[src/rtl/rvv_lane_sequencer.sv]
// Element/lane sequencer for the RVV arithmetic path: walks the elements of one
// vector instruction in NB_LANES-wide beats, slicing wide elements into lane-width sub-beats.
module rvv_lane_sequencer #(
  parameter int VLEN       = 128,
  parameter int LANE_WIDTH = 3,
  parameter int NB_LANES   = 4,
  parameter int IDX_W      = 17
) (
  input  logic                         clk,
  input  logic                         reset,
  input  logic                         start,
  input  logic                         abort,
  input  logic [16:0]                  vl,
  input  logic [2:0]                   vsew,
  input  logic                         instr_mask,
  output logic                         busy,
  output logic                         beat_valid,
  input  logic                         beat_ready,
  output logic [IDX_W-1:0]             elem_base,
  output logic [NB_LANES-1:0]          lane_en,
  output logic [IDX_W*NB_LANES-1:0]    lane_idx,
  output logic [3:0]                   sub_beat,
  output logic                         last_beat,
  output logic                         done,
  output logic                         err_illegal,
  output logic [1:0]                   dbg_state
);

  // Handshake: a beat transfers on a rising edge where beat_valid && beat_ready;
  // while beat_valid is high and beat_ready low, every beat output holds stable.

  localparam int CW = IDX_W + 1;
  localparam int LW = 1 << LANE_WIDTH;

  typedef enum logic [1:0] {
    S_IDLE = 2'd0,
    S_RUN  = 2'd1,
    S_DONE = 2'd2
  } state_t;

  state_t           state_q, state_d;
  logic [IDX_W-1:0] base_q, base_d;
  logic [3:0]       sub_q, sub_d;
  logic [CW-1:0]    n_q, n_d;
  logic [3:0]       subb_last_q, subb_last_d;
  logic             err_q, err_d;

  logic [31:0]      sew_w;
  logic [31:0]      ratio_w;
  logic             sew_ok;
  logic [CW-1:0]    emax_w;
  logic [CW-1:0]    vl_w;
  logic [CW-1:0]    n_w;
  logic [3:0]       subb_last_w;
  logic             run;
  logic             xfer;
  logic             last_w;

  // Instruction decode, only meaningful in the cycle start is accepted.
  always_comb begin
    sew_w       = 32'd8 << vsew;
    ratio_w     = sew_w >> LANE_WIDTH;
    sew_ok      = (vsew <= 3'd3) && (ratio_w <= 32'd16);
    emax_w      = CW'(VLEN >> (32'(vsew) + 32'd3));
    vl_w        = CW'(vl);
    n_w         = instr_mask ? emax_w : ((vl_w < emax_w) ? vl_w : emax_w);
    subb_last_w = (sew_w <= 32'(LW)) ? 4'd0 : 4'(ratio_w - 32'd1);
  end

  assign run    = (state_q == S_RUN);
  assign xfer   = run && beat_ready;
  assign last_w = (({1'b0, base_q} + CW'(NB_LANES)) >= n_q) && (sub_q == subb_last_q);

  always_comb begin
    state_d     = state_q;
    base_d      = base_q;
    sub_d       = sub_q;
    n_d         = n_q;
    subb_last_d = subb_last_q;
    err_d       = 1'b0;
    case (state_q)
      S_IDLE: begin
        if (start && !abort) begin
          if (!sew_ok) begin
            err_d = 1'b1;
          end else begin
            base_d      = '0;
            sub_d       = '0;
            n_d         = n_w;
            subb_last_d = subb_last_w;
            state_d     = (n_w == '0) ? S_DONE : S_RUN;
          end
        end
      end
      S_RUN: begin
        if (abort) begin
          state_d = S_IDLE;
        end else if (xfer) begin
          if (last_w) state_d = S_DONE;
          if (sub_q == subb_last_q) begin
            sub_d  = '0;
            base_d = base_q + IDX_W'(NB_LANES);
          end else begin
            sub_d = sub_q + 4'd1;
          end
        end
      end
      S_DONE:  state_d = S_IDLE;
      default: state_d = S_IDLE;
    endcase
  end

  always_ff @(posedge clk or posedge reset) begin
    if (reset) begin
      state_q     <= S_IDLE;
      base_q      <= '0;
      sub_q       <= '0;
      n_q         <= '0;
      subb_last_q <= '0;
      err_q       <= 1'b0;
    end else begin
      state_q     <= state_d;
      base_q      <= base_d;
      sub_q       <= sub_d;
      n_q         <= n_d;
      subb_last_q <= subb_last_d;
      err_q       <= err_d;
    end
  end

  // Beat outputs are forced to zero outside RUN so idle lanes never see stale indices.
  for (genvar i = 0; i < NB_LANES; i++) begin : g_lane
    logic [CW-1:0] lane_sum;
    assign lane_sum = {1'b0, base_q} + CW'(i);
    assign lane_en[i] = run && (lane_sum < n_q);
    assign lane_idx[i*IDX_W +: IDX_W] = run ? (base_q + IDX_W'(i)) : '0;
  end

  assign busy        = (state_q != S_IDLE);
  assign beat_valid  = run;
  assign elem_base   = run ? base_q : '0;
  assign sub_beat    = run ? sub_q : '0;
  assign last_beat   = run && last_w;
  assign done        = (state_q == S_DONE) && !abort;
  assign err_illegal = err_q;
  assign dbg_state   = state_q;

endmodule

[config.mk]
export PLATFORM = sky130hd
export DESIGN_NAME = rvv_lane_sequencer
export DESIGN_NICKNAME = d
export VERILOG_FILES = /design/src/rtl/rvv_lane_sequencer.sv
export SDC_FILE = /design/constraint.sdc
export NUM_CORES = 1
export LEC_CHECK = 0
export CAP_MARGIN = 15
export CORE_MARGIN = 4
export CORE_UTILIZATION = 53
export CTS_CLUSTER_DIAMETER = 100
export DETAILED_ROUTE_END_ITERATION = 7
export GPL_TIMING_DRIVEN = 0
export MAX_ROUTING_LAYER = met4
export PLACE_DENSITY_LB_ADDON = 0.3
export SLEW_MARGIN = 10
export SYNTH_ARGS = -nofsm -noshare
export SYNTH_HDL_FRONTEND = slang
export SYNTH_SLANG_ARGS = --single-unit
[constraint.sdc]
create_clock -name clk -period 4.2 [get_ports clk]
set_input_delay 0.42 -clock clk [delete_from_list [all_inputs] [get_ports clk]]
set_output_delay 0.42 -clock clk [all_outputs]
set_load 0.1 [all_outputs]
**Yosys cells after proc, flatten, opt, wreduce, memory -nomap -nowiden**

Index checks and enable logic that the tools add are counted.

- $add $sub $neg: 11
- Multiply operators: 0
- Divide/modulo/power cells: 0
- $lt $le $gt $ge: 9
- Equal/unequal tests: 10
- Shift-type cells: 2
- Mux-type cells: 30
- Bitwise logic cells: 0
- Reductions and logical operators: 19

Operator list:

| kind | count |
|---|---|
| $mux 17 | 9 |
| $lt 18x18->1 | 3 |
| $add 17x2->18 const B | 2 |
| $lt 17x18->1 | 2 |
| $mux 18 | 2 |
| $add 17x2->17 const B | 2 |
| $pmux 17 s2 | 1 |
| $le 32x4->1 const B | 1 |
| $shl 4x3->32 const A | 1 |
| $le 29x5->1 const B | 1 |
| $mux 4 | 7 |
| $add 17x1->18 const B | 1 |
| $add 17x3->18 const B | 1 |
| $ge 18x18->1 | 1 |
| $logic_not 18->1 | 1 |
| $shr 8x4->18 const A | 1 |
| $add 17x1->17 const B | 1 |
| $add 17x3->17 const B | 1 |
| $mux 2 | 6 |
| $logic_and 1x1->1 | 10 |
| $pmux 4 s2 | 1 |
| $ne 2x2->1 const B | 3 |
| $ne 3x2->1 const B | 2 |
| $reduce_and 6->1 | 1 |
| other kinds (16) | 20 |

- Bits in registers: 46
- Bits in latches: 0
- Bits in writable memories: 0
- Bits in read-only memories: 0
- Input bits: 26
- Output and inout bits: 100
- Logic and storage cells: 87
- Memories: 0

**Longest topological paths before layout**

- Depth in word-level cells: 10
- Depth in mapped cells: 12
- Gate-level depth less buffers: 10

**Least setup slack after synthesis**

Ideal clock, no wire load.

- Kind: reg-to-output
- Start: reg state_q[0] (netlist: dbg_state[0])
- End: out last_beat
- Data arrival time: 3.921 ns
- Required time: 3.780 ns
- Setup slack: -0.141 ns
- Cell stages (with the launch flop): 7
- Path buffers: 2
- Cells stage by stage: dfrtp_1 nand2b_1 clkbuf_1 inv_1 clkbuf_1 o211ai_1 nor2_1

- Longest elaborated chain between the ends: 2

Ends and longest elaborated chain:

| element | RTL line | source |
|---|---|---|
| start: declaration | 41 | `state_t state_q, state_d;` |
| start signal: assignment | 122 | `state_q <= state_d;` |
| $eq 2x1->1 | 70 | `assign run = (state_q == S_RUN);` |
| named net beat_valid | 17 | `output logic beat_valid,` |
| $logic_and 1x1->1 | 143 | `assign last_beat = run && last_w;` |
| end: declaration | 23 | `output logic last_beat,` |

The timed path passes the listed nets, and every way through them passes these cells.

**Worst setup path after layout**

- Start: reg base_q[4]
- End: out last_beat

- Longest elaborated chain between the ends: 4

Ends and longest elaborated chain:

| element | RTL line | source |
|---|---|---|
| start: declaration | 42 | `logic [IDX_W-1:0] base_q, base_d;` |
| start signal: assignment | 123 | `base_q <= base_d;` |
| $add 17x3->18 | 72 | `assign last_w = (({1'b0, base_q} + CW'(NB_LANES)) >= n_q) && (sub_q == subb_last_q);` |
| $ge 18x18->1 | 72 |  |
| $logic_and 1x1->1 | 72 |  |
| $logic_and 1x1->1 | 143 |  |

Every way passes these cells.

==> summary.md <==
| Metric | Value |
|---|---|
| Sequential cell area | approximately 0.0011 mm^2 |
| Setup Skew | 0.00546 ns |
| Mean Syn Cell Area | about 8.4 um^2 |
| Die ar. | 0.00977 mm^2 |
| Dpl hpwl | approximately 10000 um |
| Worst-Margin Slew | roughly 1 ns |
| Chip Height | ~99 um |
| Worst Path Arrival | ~3.6 ns |
| Ports | 126 |
| First-pass GRT wire length | 20800 um |
| Maximum VDD drop | 618 uV |
| Tot GR Track Use | between 20% and 30% |
| R2r endpoint | dbg_state[0] |
| RSZ-0062 raised after global routing | no |
| Number of synthesized flops with an enable pin | 0 |
| Area leader, netlist | dfrtp_1 |
| Vias | around 4200 |
| Worst setup margin | roughly 0.21 ns |
| Hold_buf cts | 0 |
| Area grow syn2layout | 33.0% |
| Post-synthesis sequential area ratio | 24.6% |
| Max-Cap Viols | 0 |
| Critical Path, Cell by Cell | buf_2 -> and3_1 -> and4_1 -> clkbuf_1 -> and3_1 -> xor2_1 -> ha_1 -> and4_1 -> o211ai_1 -> a2bb2oi_1 -> nor3b_2 -> nor2_2 -> buf_2 |
| H-tree levels | 2 |
| Hold path start | vsew[2] |
| Worst R2R Path Depth | 12 |
| GP Congestion | 0.921 |
| P_leak | roughly 2.8 nW |
| Vias in the first global route | around 4300 |
| Startpoint types | flop |
| Yosys reg bits | 43 |
| CP delay by family, top | simple AND/OR/NAND/NOR gates |
| Detail Route Antenna Nets | 0 |
| Clk slew on worst S/H paths | 0.09 ns |
| CORE AREA | 0.00789 mm^2 |
| Class of the worst hold path | in -> reg |
| Top-area cell type share of the netlist area | between 20% and 30% |
| Post-synth cell types | 61 |
| Final wirelength | between 10000 and 15000 um |
| R2r startpoint | base_q[4] |
| Antenna Cells | 0 |
| Post-route cell area | between 0.005 and 0.006 mm^2 |
| Post_cts resized | 3 |
| CP Buf/Inv Count | 3 |
| Mapped cell area | ~0.0044 mm^2 |
| Multi-input logic area | about 0.0027 mm^2 |
| GRT Residual Overflow | 0 |
| Fmax | around 250 MHz |
| DRT iter0 DRCs | roughly 240 |
| Detailed-router iteration count before antenna repair | 5 |
| Critical Path End Type | output port |
| CTS tree | done |
| CTS Buf Count | 5 |
| Data required, critical path | 3.78 ns |
| Top cells by area, synth | dfrtp_1 (25%), ha_1 (17%), buf_4 (7.9%) |
| Cells after synthesis | 523 |
| Clock sinks | between 40 and 50 |
| Residual DRC | 0 |
| WHS Path Cells | 3 |
| Initial antenna violation count | 0 |
| Setup-failing EPs final | 0 |
| I/O Buffers | approximately 120 |
| Hold Path End | err_illegal |
| Yosys warns | 0 |
| Largest net degree at the start of global routing | 27 |
| Worst-case clock buffer depth | 2 |
| Final Core Density | between 70% and 80% |
| PwrDens | 558 mW/mm^2 |
| Initial Util | between 50% and 60% |
| Pre-CTS WS | -0.143 ns |
| Clk Latency, worst-skew pair | around 0.31 ns |
| Slew Limit Fails | 0 |
| Slowest-stage cell, CP | buf_2 |
| Root buffer cell | clkbuf_8 |
| Status | finished, final reports clean |
| Setup Fix Bufs, Post-CTS | 0 |
| Post-layout net count | 741 |
| Share of the clock period used by the worst path | 95.0% |
| Slew margin rel. | 32.1% |
| Placed Area | roughly 0.0057 mm^2 |
| Critical path type | reg -> out |
| CP max stage delay | roughly 0.44 ns |
| Minimum clock period | 3.99 ns |
| WL/cell | approximately 17 um |
| Site Rows | 32 |
| Reg2Reg Setup Slack | about 0.82 ns |
| Via density | between 5 and 6 |
| Hold Vio Cnt, Final | 0 |
| Die W | between 90 and 100 um |
| Filler Cell Count | between 600 and 700 |
| Crit-path max FO | 9 |
| Async set-or-reset flop fraction in the synthesized netlist | 100% |
| Post-synth top flop | dfrtp_1 |
| Layout cells sized above 1 | about an eighth |
[worst register-to-register path, delay by kind of cell, from the launching register on]
family | cells | cell delay (ns)
AND/OR/NAND/NOR | 7 | 1.62
buffers and inverters | 2 | 0.43
AO/OA/AOI/OAI | 1 | 0.40
flip-flops | 1 | 0.36
adder cells (fa/ha/maj) | 1 | 0.35
XOR/XNOR | 1 | 0.11
[synth_stat cells (10+ instances only)]
library cell,count
o21ai_0,25
nand2_1,24
xor2_1,11
nor2_1,30
inv_1,25
a21o_1,10
ha_1,61
nand3_1,20
buf_4,46
clkbuf_1,34
and2_1,42
a21oi_1,28
dfrtp_1,43
[worst max path at each step]
stage,start,endpoint,cells after the start
6_report,base_q[4],last_beat,13
5_1_grt,base_q[4],last_beat,13
4_1_cts,base_q[4],last_beat,13
3_5_place_dp,base_q[4],last_beat,13
3_3_place_gp,base_q[4],last_beat,13
2_1_floorplan,dbg_state[0],lane_idx[11],6
[per-layer routing]
metal  routed length (um)  vias to the layer above  global-route usage (%)
li1                     -                     2029                       -
met1                 5290                     2003                    32.6
met2                 6120                      170                    44.3
met3                  739                       37                    3.89
met4                  450                        0                    10.7
met5                    0                        -                       -
[cell families (layout without fill, tap and decap cells)]
family / Yosys count / after routing / synth area share (%)
xor gates and xnor gates: 19 / 19 / 3.81
AOI/OAI and AO/OA: 109 / 109 / 16.6
adders and majority gates: 61 / 61 / 17.5
DFF: 43 / 43 / 24.6
buffers and inverters: 118 / 244 / 14.5
muxes: 5 / 5 / 1.20
and+or+nand+nor: 167 / 167 / 21.7
other: 1 / 6 / 0.0858
[power breakdown]
part	switching [mW]	internal [mW]
clock	0.152	0.129
sequential	0.0876	0.515
combinational	1.66	0.702
[registers in the layout, indices dropped and copies added (netlist names)]
signal and cells:
sub_q 4, base_q 15, err_illegal 1, subb_last_q 4, n_q 17, dbg_state 2
[final cells by class]
type | instances | share of cell area [%]
multi-input combinational | 367 | 46.2
timing repair buffer | 119 | 20.7
sequential | 43 | 18.5
buffer | 93 | 9.32
tap | 102 | 2.19
inverter | 25 | 1.61
clock buffer | 6 | 1.42
clock inverter | 1 | 0.0861
[cell usage in the layout, fill, tap and decap left out, types with 11 or more instances in the layout]
cell type,netlist,routed
nand3_1,20,20
xor2_1,11,11
clkbuf_1,34,34
inv_1,25,24
ha_1,61,61
and2_1,42,42
buf_4,46,46
o21ai_0,25,25
dfrtp_1,43,43
a21oi_1,28,28
nor2_1,30,29
nand2_1,24,24
clkdlybuf4s50_1,0,115
[metrics by stage]
step	cells	hold slack [ns]	total power [mW]	setup TNS, ns
after floorplan	528	0.481	2.36	0
after global placement	748	0.493	2.87	-0.0679
after detailed placement	749	0.509	2.94	-0.143
after CTS	756	0.411	3.22	0
after global routing	756	0.424	3.43	0
final	756	0.409	3.24	0
(Power assumes the default switching activity.)
